===== src/rtl/llc_tag_dir.sv =====
// Set-associative LLC tag directory: per-way tag/valid/dirty, true-LRU ages, hit/miss counters.
// Latency: READ/WRITE/INVALIDATE respond 2 cycles after accept, CLEAR NUM_SETS+1, illegal cmd 1.
// Backpressure: cmd_ready is high only in IDLE; one command in flight, no queuing.
// Ports: clk/rst (sync, active-high); cmd_valid/cmd_ready/cmd/addr command handshake;
//        resp_* one-cycle registered response (fields zero when resp_valid is low);
//        hit_count/miss_count saturating READ/WRITE statistics.
module llc_tag_dir #(
  parameter int ADDR_W     = 32,
  parameter int NUM_SETS   = 4,
  parameter int WAYS       = 2,
  parameter int LINE_BYTES = 64,
  localparam int OFF_W = $clog2(LINE_BYTES),
  localparam int IDX_W = $clog2(NUM_SETS),
  localparam int WAY_W = $clog2(WAYS),
  localparam int TAG_W = ADDR_W - IDX_W - OFF_W
) (
  input  logic              clk,
  input  logic              rst,
  input  logic              cmd_valid,
  output logic              cmd_ready,
  input  logic [2:0]        cmd,
  input  logic [ADDR_W-1:0] addr,
  output logic              resp_valid,
  output logic              resp_hit,
  output logic [WAY_W-1:0]  resp_way,
  output logic              resp_evict,
  output logic              resp_wb,
  output logic [TAG_W-1:0]  resp_victim_tag,
  output logic              resp_err,
  output logic [31:0]       hit_count,
  output logic [31:0]       miss_count
);

  localparam logic [2:0] CMD_READ  = 3'd0;
  localparam logic [2:0] CMD_WRITE = 3'd1;
  localparam logic [2:0] CMD_INV   = 3'd2;
  localparam logic [2:0] CMD_CLEAR = 3'd3;

  typedef enum logic [2:0] {INIT, IDLE, LOOKUP, UPDATE, CLEAR} state_t;

  state_t state, state_nxt;

  logic [IDX_W-1:0] set_cnt;
  logic [2:0]       cmd_q;
  logic [IDX_W-1:0] idx_q;
  logic [TAG_W-1:0] tag_q;
  logic             lk_hit;
  logic [WAY_W-1:0] lk_way;

  logic [TAG_W-1:0] tag_mem   [NUM_SETS][WAYS];
  logic             valid_mem [NUM_SETS][WAYS];
  logic             dirty_mem [NUM_SETS][WAYS];
  logic [WAY_W-1:0] age_mem   [NUM_SETS][WAYS];

  logic             resp_valid_q, resp_hit_q, resp_evict_q, resp_wb_q, resp_err_q;
  logic [WAY_W-1:0] resp_way_q;
  logic [TAG_W-1:0] resp_vtag_q;

  logic             accept, walk_last;
  logic             hit, inv_found;
  logic [WAY_W-1:0] hit_way, inv_way, lru_way, victim, upd_age;

  // Line offset only selects bytes inside a line; the directory never needs it.
  logic unused_addr_off;
  assign unused_addr_off = ^addr[OFF_W-1:0];

  assign cmd_ready = (state == IDLE) && !rst;
  assign accept    = cmd_valid && cmd_ready;
  assign walk_last = (set_cnt == IDX_W'(NUM_SETS - 1));

  // Parallel tag compare plus victim choice: first invalid way, else the oldest (age WAYS-1).
  always_comb begin
    hit       = 1'b0;
    hit_way   = '0;
    inv_found = 1'b0;
    inv_way   = '0;
    lru_way   = '0;
    victim    = '0;
    for (int w = 0; w < WAYS; w++) begin
      if (!hit && valid_mem[idx_q][w] && (tag_mem[idx_q][w] == tag_q)) begin
        hit     = 1'b1;
        hit_way = WAY_W'(w);
      end
      if (!inv_found && !valid_mem[idx_q][w]) begin
        inv_found = 1'b1;
        inv_way   = WAY_W'(w);
      end
      if (age_mem[idx_q][w] == WAY_W'(WAYS - 1)) lru_way = WAY_W'(w);
    end
    victim  = inv_found ? inv_way : lru_way;
    upd_age = age_mem[idx_q][lk_way];
  end

  always_ff @(posedge clk) begin
    if (rst) state <= INIT;
    else     state <= state_nxt;
  end

  always_comb begin
    state_nxt = state;
    case (state)
      INIT:   if (walk_last) state_nxt = IDLE;
      IDLE: begin
        if (accept) begin
          if (cmd <= CMD_INV)         state_nxt = LOOKUP;
          else if (cmd == CMD_CLEAR)  state_nxt = CLEAR;
        end
      end
      LOOKUP: state_nxt = UPDATE;
      UPDATE: state_nxt = IDLE;
      CLEAR:  if (walk_last) state_nxt = IDLE;
      default: state_nxt = INIT;
    endcase
  end

  // Control, response and counters. Response is registered at the end of LOOKUP so it
  // is visible during UPDATE; counters move on the same edge so they agree with it.
  always_ff @(posedge clk) begin
    if (rst) begin
      set_cnt      <= '0;
      cmd_q        <= '0;
      idx_q        <= '0;
      tag_q        <= '0;
      lk_hit       <= 1'b0;
      lk_way       <= '0;
      hit_count    <= '0;
      miss_count   <= '0;
      resp_valid_q <= 1'b0;
      resp_hit_q   <= 1'b0;
      resp_way_q   <= '0;
      resp_evict_q <= 1'b0;
      resp_wb_q    <= 1'b0;
      resp_vtag_q  <= '0;
      resp_err_q   <= 1'b0;
    end else begin
      resp_valid_q <= 1'b0;
      resp_hit_q   <= 1'b0;
      resp_way_q   <= '0;
      resp_evict_q <= 1'b0;
      resp_wb_q    <= 1'b0;
      resp_vtag_q  <= '0;
      resp_err_q   <= 1'b0;
      case (state)
        INIT: set_cnt <= set_cnt + IDX_W'(1);
        CLEAR: begin
          set_cnt <= set_cnt + IDX_W'(1);
          if (walk_last) resp_valid_q <= 1'b1;
        end
        IDLE: begin
          if (accept) begin
            cmd_q   <= cmd;
            idx_q   <= addr[OFF_W +: IDX_W];
            tag_q   <= addr[ADDR_W-1 -: TAG_W];
            set_cnt <= '0;
            if (cmd > CMD_CLEAR) begin
              resp_valid_q <= 1'b1;
              resp_err_q   <= 1'b1;
            end
          end
        end
        LOOKUP: begin
          lk_hit       <= hit;
          lk_way       <= hit ? hit_way : victim;
          resp_valid_q <= 1'b1;
          resp_hit_q   <= hit;
          if (cmd_q == CMD_INV) begin
            if (hit) begin
              resp_way_q  <= hit_way;
              resp_wb_q   <= dirty_mem[idx_q][hit_way];
              resp_vtag_q <= tag_mem[idx_q][hit_way];
            end
          end else if (hit) begin
            resp_way_q <= hit_way;
            if (hit_count != '1) hit_count <= hit_count + 32'd1;
          end else begin
            resp_way_q   <= victim;
            resp_evict_q <= valid_mem[idx_q][victim];
            resp_wb_q    <= valid_mem[idx_q][victim] && dirty_mem[idx_q][victim];
            resp_vtag_q  <= valid_mem[idx_q][victim] ? tag_mem[idx_q][victim] : '0;
            if (miss_count != '1) miss_count <= miss_count + 32'd1;
          end
        end
        default: ;
      endcase
    end
  end

  // Directory arrays. INIT/CLEAR wipe one set per cycle; reset needs no direct clear
  // because it always leads into the INIT walk.
  always_ff @(posedge clk) begin
    if (state == INIT || state == CLEAR) begin
      for (int w = 0; w < WAYS; w++) begin
        valid_mem[set_cnt][w] <= 1'b0;
        dirty_mem[set_cnt][w] <= 1'b0;
        tag_mem[set_cnt][w]   <= '0;
        age_mem[set_cnt][w]   <= WAY_W'(w);
      end
    end else if (state == UPDATE && !rst) begin
      if (cmd_q == CMD_INV) begin
        if (lk_hit) begin
          valid_mem[idx_q][lk_way] <= 1'b0;
          dirty_mem[idx_q][lk_way] <= 1'b0;
        end
      end else begin
        // Ways younger than the touched one age by one; touched way becomes MRU.
        for (int w = 0; w < WAYS; w++) begin
          if (age_mem[idx_q][w] < upd_age) age_mem[idx_q][w] <= age_mem[idx_q][w] + WAY_W'(1);
        end
        age_mem[idx_q][lk_way] <= '0;
        if (!lk_hit) begin
          valid_mem[idx_q][lk_way] <= 1'b1;
          tag_mem[idx_q][lk_way]   <= tag_q;
          dirty_mem[idx_q][lk_way] <= (cmd_q == CMD_WRITE);
        end else if (cmd_q == CMD_WRITE) begin
          dirty_mem[idx_q][lk_way] <= 1'b1;
        end
      end
    end
  end

  // Reset blanks the response in the same cycle so an aborted operation never reports.
  assign resp_valid      = resp_valid_q && !rst;
  assign resp_hit        = resp_hit_q && !rst;
  assign resp_way        = rst ? '0 : resp_way_q;
  assign resp_evict      = resp_evict_q && !rst;
  assign resp_wb         = resp_wb_q && !rst;
  assign resp_victim_tag = rst ? '0 : resp_vtag_q;
  assign resp_err        = resp_err_q && !rst;

endmodule


===== config.mk =====
export PLATFORM = sky130hd
export DESIGN_NAME = llc_tag_dir
export DESIGN_NICKNAME = d
export VERILOG_FILES = /design/src/rtl/llc_tag_dir.sv
export SDC_FILE = /design/constraint.sdc
export NUM_CORES = 1
export LEC_CHECK = 0
export CAP_MARGIN = 20
export CORE_MARGIN = 5
export CORE_UTILIZATION = 30
export CTS_BUF_LIST = sky130_fd_sc_hd__clkbuf_16
export CTS_CLUSTER_DIAMETER = 40
export DETAILED_ROUTE_END_ITERATION = 16
export GPL_ROUTABILITY_DRIVEN = 0
export PLACE_DENSITY = 0.51
export SLEW_MARGIN = 20
export SYNTH_ARGS = -nofsm -noshare
export SYNTH_HDL_FRONTEND = slang
export SYNTH_SLANG_ARGS = --single-unit

===== constraint.sdc =====
create_clock -name clk -period 4.2 [get_ports clk]
set_clock_uncertainty 0.1 [all_clocks]
set_input_delay 0.84 -clock clk [delete_from_list [all_inputs] [get_ports clk]]
set_output_delay 0.84 -clock clk [all_outputs]
set_load 0.05 [all_outputs]

## Word-level counts from Yosys, hierarchy flattened

Memory sizes are Yosys's and may differ from the RTL's. A register that Yosys moved wholly into a read port is not among the register bits.
Cells that the tools add are included.

| storage, ports and cells | value |
|---|---|
| memories | 4 |
| logic and storage cells | 210 |
| output and inout port bits | 95 |
| flip-flop bits (word level) | 130 |
| bits in writable memories | 216 |

| cells by class | value |
|---|---|
| reduce and logical (&&, ||, !) cells | 33 |
| add/sub/neg operators | 5 |
| magnitude comparators | 8 |
| equal/unequal tests | 15 |
| bitwise operators | 15 |
| mux-type cells | 114 |

Memories:

| memory | depth | bits a word | read ports | clocked after memory_dff | wr ports | line | source |
|---|---|---|---|---|---|---|---|
| tag_mem | 4 | 48 | 1 | 1 | 1 | 50 | `logic [TAG_W-1:0] tag_mem [NUM_SETS][WAYS];` |
| age_mem | 4 | 2 | 1 | 1 | 1 | 53 | `logic [WAY_W-1:0] age_mem [NUM_SETS][WAYS];` |
| dirty_mem | 4 | 2 | 1 | 1 | 1 | 52 | `logic dirty_mem [NUM_SETS][WAYS];` |
| valid_mem | 4 | 2 | 1 | 1 | 1 | 51 | `logic valid_mem [NUM_SETS][WAYS];` |

Operators with widths:

| kind | count |
|---|---|
| 24-bit 2-to-1 mux | 12 |
| 48-bit 2-to-1 mux | 3 |
| 1-bit 2-to-1 mux | 67 |
| 32-bit by 1-bit adder with 32-bit output (second input constant) | 2 |
| 32-bit inequality test (second input constant) | 2 |
| 24-bit == test | 2 |
| 48-bit OR reduction | 1 |
| 2-bit 2-to-1 mux | 23 |
| 24-bit demux with 1-bit select | 1 |
| 1-bit logical AND | 14 |
| 3-bit by 2-bit == test with 1-bit output (second input constant) | 4 |
| 3-bit 2-to-1 mux | 4 |
| 3-bit case mux with 4 select lines | 1 |
| 2-bit OR reduction | 6 |
| 1-bit bitwise OR | 8 |
| 4-bit AND reduction | 2 |
| 3-bit by 1-bit == test with 1-bit output (second input constant) | 2 |
| 2-bit >= comparator (second input constant) | 3 |
| 1-bit inverter with 2-bit output | 3 |
| 1-bit inverter | 4 |
| 2-bit case mux with 2 select lines | 1 |
| 2-bit AND reduction | 2 |
| 4-bit OR reduction | 1 |
| 3-bit == test (second input constant) | 1 |
| 17 further kinds | 21 |

## Logic depth before layout (Yosys ltp)

Gate-level depths: netlist of the first run.

| depth | value |
|---|---|
| depth in word-level cells | 13 |
| gate-level depth with buffers | 14 |

## Least setup slack after synthesis of the first run

OpenSTA, ideal clock, no wires.

| timing path | value |
|---|---|
| path kind | input to register |
| start | input rst |
| end | register state[2] |
| required time | 3972 ps |
| stages on the path | 9 |
| path buffers | 1 |
| library setup time | 128 ps |
| arrival time | 3898 ps |
| path slack | 74 ps |
| cell sequence | clkbuf_1 -> nor4b_1 -> nand2_1 -> nor2_1 -> nor2_1 -> a21oi_1 -> nor2_1 -> mux2i_1 -> nor2_1 |

| on the way | value |
|---|---|
| cells in the longest elaborated chain, start to end | 5 |

RTL lines:

| element | line | source |
|---|---|---|
| start, declared | 18 | `input logic rst,` |
| 1-bit zero test | 67 | `assign cmd_ready = (state == IDLE) && !rst;` |
| 1-bit logical AND | 67 |  |
| via cmd_ready | 20 | `output logic cmd_ready,` |
| 1-bit logical AND | 68 | `assign accept = cmd_valid && cmd_ready;` |
| 2-bit inequality test (no line) | - |  |
| 3-bit AND reduction (no line) | - |  |
| end signal, assigned | 96 | `else state <= state_nxt;` |
| end, declared | 41 | `state_t state, state_nxt;` |

The timed path passes the listed nets, and every way through them passes these cells.
A chain may end at the register's enable or synchronous reset.

==> results.toml, run 1 <==
[yosys]
synth_cells = 1363
synth_top_area_frac = 0.411
ys.flop_type = "edfxtp_1"
yosys_warnings = 0
seq_area_frac_synth = 0.579
synth_area_per_cell_um2 = 11.6
synth_edf_count = 216
synth.top_cells.by_area = "edfxtp_1, dfxtp_1, mux4_2"
syn_area_um2 = 15800
synth_nets = 1404
synth_seq_cells = 348
synth-async-reset-ratio = 0
yosysTopAreaCell = "edfxtp_1"
ys_types = 64

[drt]
via_per_inst = 5.15
drt_pass1_iterations = 5
wirelength_mm = 47.5
post_drt_wl_per_cell_um = 21.0
postRouteAntennaNets = 0
vias = 11700
drt_iter0_markers = 780
drc = 0

[job]
drv_cap = 0

[layout]
layout.nets = 1572
final_cell_mix = "edfxtp_1, dfxtp_1, clkdlybuf4s50_1, nor2_1, nand2_1"
drive_gt1_frac = 0.158
syn_to_final_growth_pct = 29.2
fill_cells = 4968
design_area_um2 = 20400
layout_commonest_cell = "edfxtp_1"
antenna_cells = 0
final_cells = 2268

[placement]
pre_cts_slack_ns = 0.108
dpl.hpwl_mm = 31.7
dp.cells = 2151
numPortBuffers = 126
dpl_cell_area_um2 = 18100

[worst_setup_path]
end_kind = "register"
rrSetupSlack_ns = 0.23
cp-start-kind = "register"
reg2reg_depth = 10
r2r_end = "resp_vtag_q[2]"
arrival_ns = 4.38
path_class = "reg -> reg"
required_ns = 4.61
crit_path_max_fanout = 19

[timing]
timing.fmax_ghz = 0.252
setup_viol_count_final = 0
tightest_slew_ns = 0.929
period_share = 0.944
drv_slew = 0
final.setup.tns_ns = 0
finalCriticalPeriod_ns = 3.97
rsz0062_at_grt = "false"
hold-worst-slack_ns = 0.399
final_hold_viol_count = 0
slew_headroom = 0.375
layout_setup_ws_ns = 0.234

[floorplanning]
die_area_um2 = 57300
rows = 84
io_pins = 133
die_w_um = 239
die_h_um = 239
initial_core_util = 0.301
fp.coreArea_um2 = 52300

[grt]
grt_pass1_wl_mm = 72.1
antenna_found_initial = 0
grt.met1_usage = 0.219
busiest_layer = "met2"
use_met2 = 0.263
track_usage = 0.163
grt_pass1_vias = 11800
use_met3 = 0.0307
overflow = 0
grt_max_degree = 55

[clock_network]
numCtsBuffers = 66
cts_root_buf = "clkbuf_16"
clk_pin_slew_ns = 0.05
cts_buffer_depth = 3
clock-sinks = 348
tritoncts = "built"
post-cts-setup-buffers = 0
clk-insertion-delay-late_ns = 0.57
postCtsHoldBufs = 0
cts_max_level = 3

[min_path]
hold_class = "reg -> reg"
whs_path_depth = 2
whs_endpoint = "miss_count[17]"
min_from = "miss_count[17]"

[pwr]
peakVddDrop_v = 0.000244
p_leak_nw = 6.90
power_density_nw_per_um2 = 501

[status]
status = "completed"
==> cells by family after synthesis <==
logic type | Yosys count | synth area share
simple gates | 504 | 0.164
flops | 348 | 0.579
compound gates | 234 | 0.0954
buf+inv | 119 | 0.0332
mux | 101 | 0.0967
xor+xnor | 54 | 0.0300
fa+ha+maj | 3 | 0.00238
==> timing repair <==
item	in CTS	in global routing
endpoints found under the setup margin	0	15
endpoints found under the hold margin	0	0
resized for setup	0	1
==> worst max-delay path by stage <==
stage                                 to  cells past startpoint     start  slack [ns]
after floorplan                 state[2]                      9       rst        0.07
after global placement    resp_vtag_q[2]                     10  register        0.15
after detailed placement  resp_vtag_q[2]                     10  register        0.11
after CTS                 resp_vtag_q[2]                     10  register        0.09
after global routing      resp_vtag_q[2]                     10  register       0.003
final                     resp_vtag_q[2]                     10  register        0.23
==> critical path, cell delays in order (launching register included) <==
cell       delay [ns]
dfxtp_4          0.58
buf_12           0.21
mux4_2           0.57
xnor2_1          0.22
nand2_1          0.14
a2111oi_0        0.41
and4bb_4         0.54
buf_4            0.32
a31oi_1          0.11
o21ai_0          0.48
buf_4            0.20
==> metal layers <==
| metal | vias up | part of all wire |
|---|---|---|
| li1 | 5444 | - |
| met1 | 5802 | 0.45 |
| met2 | 337 | 0.47 |
| met3 | 106 | 0.052 |
| met4 | 0 | 0.033 |
| met5 | - | 0 |
==> cells in the mapped netlist, types with 5 or more instances <==
library cell	instances
edfxtp_1	216
dfxtp_1	132
nor2_1	120
nand2_1	112
a21oi_1	62
clkbuf_1	54
xnor2_1	47
nor2b_1	45
mux2i_1	41
o31ai_1	41
mux4_2	39
nor3_1	39
o21ai_0	37
inv_1	33
nand3_1	29
or3_1	23
a31oi_1	22
and2_1	22
mux2_2	21
or4_1	20
nand3b_1	18
nor4_1	18
o22ai_1	18
buf_2	15
nand2b_1	15
nand4_1	12
and3_1	11
buf_4	7
xor2_1	7
and4_1	5
buf_1	5
nor3b_1	5
nor4b_1	5
o21a_1	5
o221ai_1	5
==> cell type report <==
cell class | instances | area, um2 | share of cell area
Sequential cell | 348 | 9140 | 0.448
Tap cell | 688 | 861 | 0.0422
Clock buffer | 68 | 1700 | 0.0835
Clock inverter | 49 | 574 | 0.0282
Inverter | 33 | 124 | 0.00608
Multi-Input combinational cell | 896 | 6160 | 0.302
Timing Repair Buffer | 186 | 1820 | 0.0894
==> power by group <==
group	switching, W	total [W]	internal [W]
sequential	0.0000700	0.00393	0.00386
clock	0.00184	0.00542	0.00359
combinational	0.000548	0.000853	0.000305
total	0.00245	0.0102	0.00776
==> per-stage QoR <==
step | total power [W] | util
final | 0.0102 | 0.389
after global routing | 0.0106 | 0.389
after CTS | 0.0103 | 0.389
after detailed placement | 0.00486 | 0.346
after global placement | 0.00484 | 0.346
after floorplan | 0.00450 | -
==> sequential cells by signal (all words and copies together), names as in the netlist, 2 cells and up, named ones only <==
| signal | flops |
|---|---|
| dirty_mem | 8 |
| tag_q | 24 |
| hit_count | 32 |
| resp_vtag_q | 24 |
| idx_q | 2 |
| age_mem | 8 |
| tag_mem | 192 |
| cmd_q | 3 |
| state | 3 |
| valid_mem | 8 |
| miss_count | 32 |
| set_cnt | 2 |
No activity file was read; power rests on OpenSTA's default activity.
==> run 2: changes to the inputs <==
--- a/config.mk
+++ b/config.mk
@@ -5,7 +5,8 @@
 export SDC_FILE = /design/constraint.sdc
 export NUM_CORES = 1
 export LEC_CHECK = 0
-export CAP_MARGIN = 20
+export ABC_CLOCK_PERIOD_IN_PS = 4200
+export CAP_MARGIN = 5
 export CORE_MARGIN = 5
 export CORE_UTILIZATION = 30
 export CTS_BUF_LIST = sky130_fd_sc_hd__clkbuf_16
@@ -17,3 +18,4 @@
 export SYNTH_ARGS = -nofsm -noshare
 export SYNTH_HDL_FRONTEND = slang
 export SYNTH_SLANG_ARGS = --single-unit
+export TNS_END_PERCENT = 100
==> results of run 2 <==
Final layout, timing and power as in run 1 (identical DEF).
==> run 3: changes to the inputs <==
--- a/config.mk
+++ b/config.mk
@@ -7,7 +7,6 @@
 export LEC_CHECK = 0
 export ABC_CLOCK_PERIOD_IN_PS = 4200
 export CAP_MARGIN = 5
-export CORE_MARGIN = 5
 export CORE_UTILIZATION = 30
 export CTS_BUF_LIST = sky130_fd_sc_hd__clkbuf_16
 export CTS_CLUSTER_DIAMETER = 40
==> constraint.sdc (replaced) <==
create_clock -name clk -period 4.2 [get_ports clk]
set_clock_uncertainty 0.1 [all_clocks]
set_input_delay 0.63 -clock clk [delete_from_list [all_inputs] [get_ports clk]]
set_output_delay 0.63 -clock clk [all_outputs]
set_load 0.05 [all_outputs]
==> results.toml, run 3 (synthesis results as in run 1) <==
[status]
status = "completed"

[layout]
layout_commonest_cell = "edfxtp_1"
drive_gt1_frac = 0.148
layout.nets = 1563
antenna_cells = 0
seq_area_um2 = 9140
multi_input_area_um2 = 6160
fill_cells = 4980
largest_reg_flops = 192
largestRegisters = "tag_mem: 192 flops, hit_count: 32 flops, miss_count: 32 flops"
syn_to_final_growth_pct = 27.2
largest_register = "tag_mem"
final_util = 0.389
final_cell_mix = "edfxtp_1, dfxtp_1, clkdlybuf4s50_1, nor2_1, nand2_1"

[min_path]
min_from = "rst"
whs_endpoint = "state[0]"
hold_class = "in -> reg"
whs_path_depth = 2

[drt]
post_drt_wl_per_cell_um = 20.4
wirelength_mm = 46.0
via_per_inst = 5.19
postRouteAntennaNets = 0
drc = 0
drt_pass1_iterations = 5
drt_iter0_markers = 835
vias = 11700

[floorplanning]
die_h_um = 231
io_pins = 133
fp.coreArea_um2 = 51600
die_w_um = 231
rows = 83
die_area_um2 = 53500
initial_core_util = 0.306

[worst_setup_path]
path_buf_inv = 1
crit_path_max_fanout = 30
reg2reg_depth = 9
arrival_ns = 4.29
cp-start-kind = "register"
path_class = "reg -> reg"
end_kind = "register"
crit_path_cell_trace = "buf_12 > mux2i_1 > o22ai_1 > or4_1 > a211oi_1 > and4bb_2 > o211ai_1 > or4_1 > a21oi_1"
slowest_delay_ns = 0.55
r2r_end = "hit_count[30]"
rrSetupSlack_ns = 0.32
required_ns = 4.62
cp_common_cell = "or4_1"
slowest_stage = "and4bb_2"
crit_family = "simple AND/OR/NAND/NOR gates"

[timing]
finalCriticalPeriod_ns = 3.88
final_hold_viol_count = 0
tightest_slew_ns = 0.861
period_share = 0.923
setup_viol_count_final = 0
rsz0062_at_grt = "false"
drv_slew = 0
final.setup.tns_ns = 0
layout_setup_ws_ns = 0.325
slew_headroom = 0.424
timing.fmax_ghz = 0.258

[clock_network]
numCtsBuffers = 57
clk-insertion-delay-late_ns = 0.59
post-cts-setup-buffers = 0
cts_max_level = 2
cts_root_buf = "clkbuf_16"
clock-sinks = 348
tritoncts = "built"
cts_buffer_depth = 3
cts_resized = 0
clk_pin_slew_ns = 0.05
postCtsHoldBufs = 0

[job]
drv_cap = 0

[pwr]
power_w = 0.00959
p_leak_nw = 6.74
peakVddDrop_v = 0.000254
power_density_nw_per_um2 = 478

[placement]
numPortBuffers = 126
pre_cts_slack_ns = 0.302
dpl.hpwl_mm = 31.3

[grt]
grt_pass1_vias = 11500
antenna_found_initial = 1
grt_max_degree = 55
overflow = 0
track_usage = 0.171
grt_pass1_wl_mm = 70.2
==> run 3: cell types whose count changed in the layout (fill, tap and decap cells not counted), sizes merged <==
cell	delta
clkbuf	-9
bufinv	-1
clkinv	+8
clkinvlp	+1
inv	-8
==> run 3: power by group <==
group | leakage (nW) | switching, W | internal, W | total (W)
clock network | 0.988 | 0.00169 | 0.00311 | 0.00480
registers | 3.22 | 0.0000710 | 0.00386 | 0.00393
logic | 2.53 | 0.000547 | 0.000307 | 0.000853
==> run 3: worst max path at each step <==
stage,cells after the start,endpoint,startpoint
6_report,9,hit_count[30],register
5_1_grt,9,hit_count[30],register
4_1_cts,11,hit_count[30],register
3_5_place_dp,11,hit_count[30],register
3_3_place_gp,10,hit_count[30],register
2_1_floorplan,9,state[2],rst
==> run 3: layout make-up <==
| type | count | area share |
|---|---|---|
| Sequential cell | 348 | 0.455 |
| Clock buffer | 59 | 0.0736 |
| Inverter | 33 | 0.00617 |
| Timing Repair Buffer | 186 | 0.0896 |
| Multi-Input combinational cell | 896 | 0.307 |
| Tap cell | 680 | 0.0424 |
| Clock inverter | 49 | 0.0258 |
==> run 3: per-layer routing <==
metal | GRT usage | share of wire
met1 | 0.235 | 0.45
met2 | 0.278 | 0.47
met3 | 0.0293 | 0.060
met4 | 0.0439 | 0.019
met5 | 0 | 0
==> run 3: through the flow <==
| step | instances | instance area (um2) | hold slack [ns] |
|---|---|---|---|
| after floorplan | 1363 | 15800 | 0.384 |
| after global placement | 2143 | 18100 | 0.376 |
| after detailed placement | 2143 | 18100 | 0.394 |
| after CTS | 2251 | 20100 | 0.318 |
| after global routing | 2251 | 20100 | 0.333 |
| final | 2251 | 20100 | 0.332 |
